==> src/rtl/ldst_ctrl.sv <==
// Load/store sequencer: effective-address generation, memory req/ack handshake and
// Rd/Rn register writeback. Optional memory-wait timeout is enabled by LDST_TIMEOUT_EN.
module ldst_ctrl #(
    parameter int TIMEOUT_CYCLES = 16
) (
    input  logic        clk,
    input  logic        Rst,
    input  logic        start,
    input  logic        L,
    input  logic        Bsel,
    input  logic        U,
    input  logic        P,
    input  logic        W,
    input  logic [31:0] rn_val,
    input  logic [31:0] off_val,
    input  logic [31:0] st_data,
    input  logic [3:0]  rd_addr,
    input  logic [3:0]  rn_addr,
    output logic        mem_req,
    output logic        mem_we,
    output logic [31:0] mem_addr,
    output logic [31:0] mem_wdata,
    output logic [3:0]  mem_be,
    input  logic        mem_ack,
    input  logic [31:0] mem_rdata,
    output logic        reg_we,
    output logic [3:0]  reg_waddr,
    output logic [31:0] reg_wdata,
    output logic        busy,
    output logic        done,
    output logic        abort
);

    typedef enum logic [2:0] {IDLE, ADDR, MREQ, WB_RD, WB_RN, DONE} state_t;

    state_t state, state_nxt;

    logic        l_r, b_r, u_r, p_r, w_r;
    logic [31:0] rn_r, off_r, st_r;
    logic [3:0]  rd_addr_r, rn_addr_r;
    logic [31:0] oa_r, ea_r, ld_r;

    logic        wb;
    logic [31:0] oa_calc;
    logic [31:0] ld_calc;
    logic        timeout_hit;

    assign wb      = !p_r | w_r;
    assign oa_calc = u_r ? (rn_r + off_r) : (rn_r - off_r);

    // Byte loads keep only the addressed lane, zero-extended.
    always_comb begin
        ld_calc = mem_rdata;
        if (b_r) begin
            case (ea_r[1:0])
                2'd0:    ld_calc = {24'h0, mem_rdata[7:0]};
                2'd1:    ld_calc = {24'h0, mem_rdata[15:8]};
                2'd2:    ld_calc = {24'h0, mem_rdata[23:16]};
                default: ld_calc = {24'h0, mem_rdata[31:24]};
            endcase
        end
    end

`ifdef LDST_TIMEOUT_EN
    localparam int CW = (TIMEOUT_CYCLES < 2) ? 1 : $clog2(TIMEOUT_CYCLES + 1);

    logic [CW-1:0] wait_cnt;
    logic          abort_r;

    assign timeout_hit = !mem_ack && (wait_cnt == CW'(TIMEOUT_CYCLES - 1));

    always_ff @(posedge clk) begin
        if (Rst) begin
            wait_cnt <= '0;
            abort_r  <= 1'b0;
        end else begin
            case (state)
                ADDR: begin
                    wait_cnt <= '0;
                    abort_r  <= 1'b0;
                end
                MREQ: begin
                    if (!mem_ack) wait_cnt <= wait_cnt + 1'b1;
                    if (timeout_hit) abort_r <= 1'b1;
                end
                default: ;
            endcase
        end
    end

    assign abort = (state == DONE) && abort_r;
`else
    // Parameter only matters when the timeout counter is built.
    logic unused_timeout;
    assign unused_timeout = |TIMEOUT_CYCLES;
    assign timeout_hit    = 1'b0;
    assign abort          = 1'b0;
`endif

    always_ff @(posedge clk) begin
        if (Rst) begin
            state     <= IDLE;
            l_r       <= 1'b0;
            b_r       <= 1'b0;
            u_r       <= 1'b0;
            p_r       <= 1'b0;
            w_r       <= 1'b0;
            rn_r      <= '0;
            off_r     <= '0;
            st_r      <= '0;
            rd_addr_r <= '0;
            rn_addr_r <= '0;
            oa_r      <= '0;
            ea_r      <= '0;
            ld_r      <= '0;
        end else begin
            state <= state_nxt;
            case (state)
                IDLE: begin
                    if (start) begin
                        l_r       <= L;
                        b_r       <= Bsel;
                        u_r       <= U;
                        p_r       <= P;
                        w_r       <= W;
                        rn_r      <= rn_val;
                        off_r     <= off_val;
                        st_r      <= st_data;
                        rd_addr_r <= rd_addr;
                        rn_addr_r <= rn_addr;
                    end
                end
                ADDR: begin
                    oa_r <= oa_calc;
                    ea_r <= p_r ? oa_calc : rn_r;
                end
                MREQ: begin
                    if (mem_ack) ld_r <= ld_calc;
                end
                default: ;
            endcase
        end
    end

    always_comb begin
        state_nxt = state;
        case (state)
            IDLE:  if (start) state_nxt = ADDR;
            ADDR:  state_nxt = MREQ;
            MREQ: begin
                if (mem_ack) begin
                    if (l_r)     state_nxt = WB_RD;
                    else if (wb) state_nxt = WB_RN;
                    else         state_nxt = DONE;
                end else if (timeout_hit) begin
                    state_nxt = DONE;
                end
            end
            // Equal indices: the loaded value wins, base writeback is dropped.
            WB_RD: state_nxt = (wb && (rn_addr_r != rd_addr_r)) ? WB_RN : DONE;
            WB_RN: state_nxt = DONE;
            DONE:  state_nxt = IDLE;
            default: state_nxt = IDLE;
        endcase
    end

    always_comb begin
        mem_req   = 1'b0;
        mem_we    = 1'b0;
        mem_addr  = '0;
        mem_wdata = '0;
        mem_be    = '0;
        reg_we    = 1'b0;
        reg_waddr = '0;
        reg_wdata = '0;
        busy      = (state != IDLE);
        done      = (state == DONE);
        case (state)
            MREQ: begin
                mem_req = 1'b1;
                mem_we  = !l_r;
                if (b_r) begin
                    mem_addr  = ea_r;
                    mem_be    = 4'b0001 << ea_r[1:0];
                    mem_wdata = {4{st_r[7:0]}};
                end else begin
                    mem_addr  = {ea_r[31:2], 2'b00};
                    mem_be    = 4'b1111;
                    mem_wdata = st_r;
                end
            end
            WB_RD: begin
                reg_we    = 1'b1;
                reg_waddr = rd_addr_r;
                reg_wdata = ld_r;
            end
            WB_RN: begin
                reg_we    = 1'b1;
                reg_waddr = rn_addr_r;
                reg_wdata = oa_r;
            end
            default: ;
        endcase
    end

endmodule

==> config.mk <==
export PLATFORM = sky130hd
export DESIGN_NAME = ldst_ctrl
export DESIGN_NICKNAME = d
export VERILOG_FILES = /design/src/rtl/ldst_ctrl.sv
export SDC_FILE = /design/constraint.sdc
export NUM_CORES = 1
export LEC_CHECK = 0
export CAP_MARGIN = 30
export CORE_ASPECT_RATIO = 1.25
export CORE_MARGIN = 4
export CORE_UTILIZATION = 27
export DETAILED_ROUTE_END_ITERATION = 10
export HOLD_SLACK_MARGIN = 0.02
export SLEW_MARGIN = 20
export SYNTH_ARGS = -nofsm -noshare
export SYNTH_HDL_FRONTEND = slang
export SYNTH_SLANG_ARGS = --single-unit
==> constraint.sdc <==
create_clock -name clk -period 3.6 [get_ports clk]
set_input_delay 0.36 -clock clk [delete_from_list [all_inputs] [get_ports clk]]
set_output_delay 0.36 -clock clk [all_outputs]
set_load 0.05 [all_outputs]
==> results.cfg, run 1 <==
[cells_and_area]
nets = 2009
multi_input_area_um2 = 7320
seq_area_um2 = 4170
n_fill_cell = 4168
drive_above_1_share = 0.205
final_common_cell = nand2_1
final_area_um2 = 17600
layout_common_cells = 315 x nand2_1, 230 x a21oi_1, 204 x dfxtp_1
area_growth_syn_to_layout_pct = 54.3

[synth]
synthCells = 1505
ys_warn_count = 0
synth_fp_nets = 1690
synth-edff-count = 0
synth-seq-cells = 208
synth_cell_type_count = 65
synth_xor_xnor_area_share = 0.0491
synth-simple-area-share = 0.240
seq_area_frac_synth = 0.366
synth_compound_area_frac = 0.230
synth_adder_area_share = 0.0446
ys.flop_type = dfxtp_1
syn_avg_cell_area_um2 = 7.57
muxShareOfSynthArea = 0.0274
syn_area_um2 = 11400
ys_async_sr_fraction = 0
synth_top_family_by_area = simple AND/OR/NAND/NOR gates

[global_route]
use_met3 = 0.0167
top_usage_layer = met2
antenna_found_initial = 2
grt_first_pass_wirelength_mm = 63.1
use_met1 = 0.233
grt_usage = 0.172
grt_pass1_vias = 11000
grt_max_degree = 81
overflow = 0
use_met2 = 0.292

[sta]
min_period_ns = 3.77
slew_headroom = 0.462
fin_ws_ns = -0.175
max_freq_ghz = 0.265
rsz0062_at_grt = yes
drv_slew = 0
period_share = 1.05
report.final.hold_viol_count = 0
worstMarginPinSlew_ns = 0.807
clock_skew_ns = 0.0160
setup_viol = 20

[status]
violations = setup timing
status = finished with violations

[floorplan]
die_w_um = 192
die-area_um2 = 45500
start_util = 0.275
core_um2 = 41300
num_io_pins = 255
die_h_um = 238
row_count = 83

[critical_path]
crit_path_end = oa_r[25]$_SDFFE_PP0P_
critPathCaptureType = register
critical_path_arrival_ns = 4.24
r2r_setup_slack_ns = -0.17
crit_start = off_r[3]$_SDFFE_PP0P_
start_kind = register
path_class = reg -> reg
critPathRequiredTime_ns = 4.06
regToRegEndpoint = oa_r[25]$_SDFFE_PP0P_
path_max_fanout = 4
r2r_cells = 17
rr_startpoint = off_r[3]$_SDFFE_PP0P_

[detailed_routing]
via_per_inst = 4.86
drt-wirelength-per-cell_um = 17.6
drtIter0Drc = 552
postRouteAntennaNets = 0
vias = 11600
route.detailed.drc = 0
drt_first_pass_iters = 4
wl_mm = 42.1

[cts]
clock_latency_ns = 0.53
clockRootBuffer = clkbuf_16
hold_buffers = 0
cts-buffers-inserted = 24
path_clk_slew_ns = 0.06
cts_tree = yes
clockBufferDepth = 3
clock-sinks = 208
htreeDepth = 1

[power_and_ir_drop]
vdd_drop_max_uv = 336
p_per_area_nw_per_um2 = 631
power_leakage_nw = 6.92

[place]
globalplace.congestion = 0.895
pre_cts_ws_ns = -0.195
dpl_cell_area_um2 = 15900
io_buffers = 253
hpwl_mm = 32.1

[run]
maxCapViolations = 0

[worst_hold_path]
hold_path.class = in -> reg
Yosys cell counts, types with 3 or more instances:
cell type | count | area (um^2)
a21oi_1 | 248 | 1240
clkbuf_1 | 100 | 375
o22ai_1 | 6 | 37.5
and2_1 | 5 | 31.3
inv_1 | 20 | 75.1
a211oi_1 | 40 | 300
nor2_1 | 110 | 413
a211o_1 | 3 | 26.3
nand2b_1 | 32 | 200
and3_1 | 45 | 282
nor3b_1 | 25 | 188
o21ai_1 | 5 | 25.0
nor4_1 | 4 | 25.0
o21ai_0 | 31 | 155
or3_1 | 8 | 50.1
o21a_1 | 3 | 22.5
nor4b_1 | 4 | 35.0
xor2_1 | 35 | 307
nand4_1 | 3 | 18.8
nor3_4 | 3 | 48.8
xnor2_1 | 27 | 236
a31oi_1 | 10 | 62.6
nor3_1 | 13 | 65.1
a221oi_2 | 3 | 45.0
nand2_1 | 331 | 1240
nand3_1 | 8 | 40.0
o21bai_1 | 5 | 37.5
o211ai_1 | 4 | 30.0
buf_1 | 8 | 30.0
ha_1 | 39 | 488
mux2i_1 | 30 | 300
a21o_1 | 18 | 135
a22o_1 | 36 | 315
dfxtp_1 | 208 | 4160
kinds of logic after synthesis:
| family | after synthesis |
|---|---|
| adder cells (fa/ha/maj) | 40 |
| AND/OR/NAND/NOR | 602 |
| XOR/XNOR | 63 |
| buffers and inverters | 130 |
| AO/OA/AOI/OAI | 430 |
| multiplexers | 31 |
| flip-flops | 208 |
| other | 1 |
metal layers:
layer  vias up  share of wire
li1       5855              -
met1      5457           0.44
met2       273           0.49
met3        56          0.045
met4         0          0.023
met5         -              0
critical path, stage by stage (launching register included):
cell      delay [ns]
dfxtp_2         0.32
or4_4           0.54
buf_6           0.14
nor3_4          0.16
buf_6           0.14
a21oi_4         0.05
xor2_1          0.17
ha_1            0.33
a31oi_1         0.21
a21oi_1         0.11
a31oi_2         0.30
a21oi_4         0.10
or3_4           0.40
a221oi_4        0.26
xnor2_2         0.15
buf_4           0.13
nand2_2         0.05
a21oi_2         0.14
worst min-delay path by stage:
stage	start	to	slack [ns]	cells past startpoint
after floorplan	ea_r[2]$_SDFFE_PP0P_	ea_r[2]$_SDFFE_PP0P_	0.43	2
after global placement	st_r[10]$_SDFFE_PP0P_	st_r[10]$_SDFFE_PP0P_	0.44	2
after detailed placement	oa_r[11]$_SDFFE_PP0P_	oa_r[11]$_SDFFE_PP0P_	0.45	2
after CTS	Rst	ea_r[23]$_SDFFE_PP0P_	0.29	2
after global routing	Rst	ld_r[29]$_SDFFE_PP0P_	0.35	2
final	Rst	st_r[21]$_SDFFE_PP0P_	0.32	2
through the flow:
stage	instances	total power [mW]	util	hold WS, ns	setup TNS (ns)
after detailed placement	2324	7.59	0.384	0.447	-2.39
after global routing	2395	11.8	0.425	0.347	-6.48
after CTS	2376	10.5	0.410	0.292	-0.794
after global placement	2324	7.54	0.384	0.442	-0.778
final	2395	11.1	0.425	0.322	-1.58
after floorplan	1505	5.60	-	0.428	-0.0537
registers in the layout, summed over array words and instances, names as in the netlist:
register	count
ea_r	32
ld_r	32
oa_r	32
off_r	32
rn_r	32
st_r	32
rd_addr_r	4
rn_addr_r	4
state	3
b_r	1
l_r	1
p_r	1
u_r	1
w_r	1
where the power goes:
part	switching (mW)	leakage (nW)	internal [mW]	total, mW
Combinational	2.95	4.80	2.60	5.55
Sequential	0.292	1.70	2.64	2.93
Clock	1.00	0.414	1.60	2.61
repair_timing:
item / CTS / global route
gates resized for setup: 25 / 107
setup buffers: 10 / 21
hold endpoints to repair: 0 / 0
pin swaps: 29 / 82
endpoints found under the setup margin: 25 / 36
final cells by class:
| cell class | instances | area share |
|---|---|---|
| multi-input combinational | 1167 | 0.417 |
| tap | 552 | 0.0393 |
| timing repair buffer | 403 | 0.254 |
| antenna | 2 | 0.000285 |
| sequential | 208 | 0.237 |
| inverter | 20 | 0.00427 |
| clock buffer | 34 | 0.0410 |
| clock inverter | 9 | 0.00734 |
No activity file was read; power rests on OpenSTA's default activity.
==> run 2: changes to the inputs <==
PLACE_DENSITY = 0.58   (was default)
==> run 2 against run 1 <==
Against the previous run:
- fmax is 0.56% higher
- combinational power is 3% lower
- design area is 1.3% lower
- non-clock buffer count is 11 lower
- cell count is 0.63% lower
- the flow still finishes with violations (setup timing)
- sequential share of layout area is 0.31 points higher
- largest power group unchanged
- routed wire length hardly changed
- worst setup slack better by 0.021 ns
- total power is 3.7% lower
- highest routed layer unchanged
- critical path depth is 5 higher
- core utilization is 0.54 points lower
- die area stayed put
==> results.cfg, run 2 (same netlist as run 1, synthesis figures left out) <==
[cells_and_area]
area_growth_syn_to_layout_pct = 52.3
drive_above_1_share = 0.194
final_common_cell = nand2_1
n_fill_cell = 4187
nets = 1997
layout_common_cells = 317 x nand2_1, 232 x a21oi_1, 203 x dfxtp_1

[sta]
slew_headroom = 0.433
fin_tns_setup_ns = -1.02
rsz0062_at_grt = yes
fin_ws_ns = -0.154
worstMarginPinSlew_ns = 0.850
drv_slew = 0
report.final.hold_viol_count = 0
period_share = 1.04
setup_viol = 13
clock_skew_ns = 0.0138
max_freq_ghz = 0.266
min_period_ns = 3.75

[floorplan]
start_util = 0.275
die_w_um = 192
core_um2 = 41300
num_io_pins = 255
die_h_um = 238
row_count = 83
die-area_um2 = 45500

[detailed_routing]
via_per_inst = 4.85
drt_first_pass_iters = 5
postRouteAntennaNets = 0
vias = 11500
drtIter0Drc = 641
drt-wirelength-per-cell_um = 17.7
wl_mm = 42.1
route.detailed.drc = 0

[critical_path]
path_max_fanout = 3
path_class = reg -> reg
start_kind = register
critPathRequiredTime_ns = 4.06
critical_path_arrival_ns = 4.21
critPathCaptureType = register

[global_route]
antenna_found_initial = 3
grt_first_pass_wirelength_mm = 63.6
grt_usage = 0.174
grt_pass1_vias = 11100
overflow = 0
grt_max_degree = 81

[cts]
clock_latency_ns = 0.52
clockBufferDepth = 3
path_clk_slew_ns = 0.07
clockRootBuffer = clkbuf_16
hold_buffers = 0
cts-buffers-inserted = 23
htreeDepth = 1
cts_tree = yes
clock-sinks = 208

[status]
status = finished with violations
violations = setup timing

[power_and_ir_drop]
vdd_drop_max_uv = 374
p_per_area_nw_per_um2 = 616
finalPower_mw = 10.7
power_leakage_nw = 6.80

[place]
io_buffers = 253
hpwl_mm = 32.0
globalplace.congestion = 0.894

[worst_hold_path]
hold_path.class = in -> reg

[run]
maxCapViolations = 0
## run 2: what timing repair did
action,in CTS,in global routing
resized for setup,36,92
endpoints found under the setup margin,22,38
pin swaps,30,75
buffers inserted,9,15
## run 2: routing by layer
| metal | wire length (um) | global-route usage | vias up |
|---|---|---|---|
| met5 | 0 | 0 | - |
| met3 | 1890 | 0.0192 | 65 |
| met1 | 18800 | 0.235 | 5371 |
| li1 | - | - | 5806 |
| met2 | 20100 | 0.288 | 291 |
| met4 | 1320 | 0.0590 | 0 |
## run 2: worst paths after layout
kind / from / cells past startpoint / endpoint / slack (ns)
setup / recovery: off_r[8]$_SDFFE_PP0P_ / 22 / ea_r[23]$_SDFFE_PP0P_ / -0.15
hold / removal: Rst / 2 / st_r[27]$_SDFFE_PP0P_ / 0.27
setup reg to reg: off_r[8]$_SDFFE_PP0P_ / 22 / ea_r[23]$_SDFFE_PP0P_ / -0.15
hold reg to reg: oa_r[12]$_SDFFE_PP0P_ / 2 / oa_r[12]$_SDFFE_PP0P_ / 0.45
## run 2: final cells by class
class / instances / area [um^2] / share of cell area
multi-input combinational: 1167 / 7290 / 0.421
timing repair buffer: 392 / 4370 / 0.252
sequential: 208 / 4170 / 0.240
tap: 552 / 691 / 0.0398
clock buffer: 31 / 646 / 0.0372
clock inverter: 7 / 93.8 / 0.00541
inverter: 20 / 75.1 / 0.00433
antenna: 3 / 7.51 / 0.000433
## run 2: power by group
group          switching (mW)  internal, mW  total, mW
Sequential              0.304          2.64       2.94
Clock                   0.973          1.39       2.37
Combinational            2.86          2.51       5.37
## run 2: critical path, cell delays in order (launching register included)
cell,delay (ns)
dfxtp_2,0.32
or4_4,0.54
nor3_4,0.15
nand2_2,0.08
nor3_2,0.13
and2_1,0.17
and2b_2,0.17
buf_6,0.10
a21oi_4,0.05
xor2_2,0.17
buf_4,0.16
ha_4,0.27
buf_6,0.10
nand3_2,0.06
nor3_2,0.15
o21ai_1,0.09
nand2_1,0.12
o41ai_4,0.12
buf_4,0.16
xor2_2,0.17
a211oi_1,0.27
a21oi_1,0.07
nor2_1,0.09
## run 2: metrics by stage
step	instance area (um^2)	hold WS [ns]	util	instances	setup WS [ns]
after floorplan	11400	0.428	-	1505	-0.0537
after global placement	15800	0.443	0.382	2317	-0.164
after detailed placement	15800	0.447	0.383	2318	-0.189
after CTS	16800	0.234	0.406	2363	-0.182
after global routing	17300	0.270	0.420	2380	-0.371
final	17300	0.268	0.420	2380	-0.154
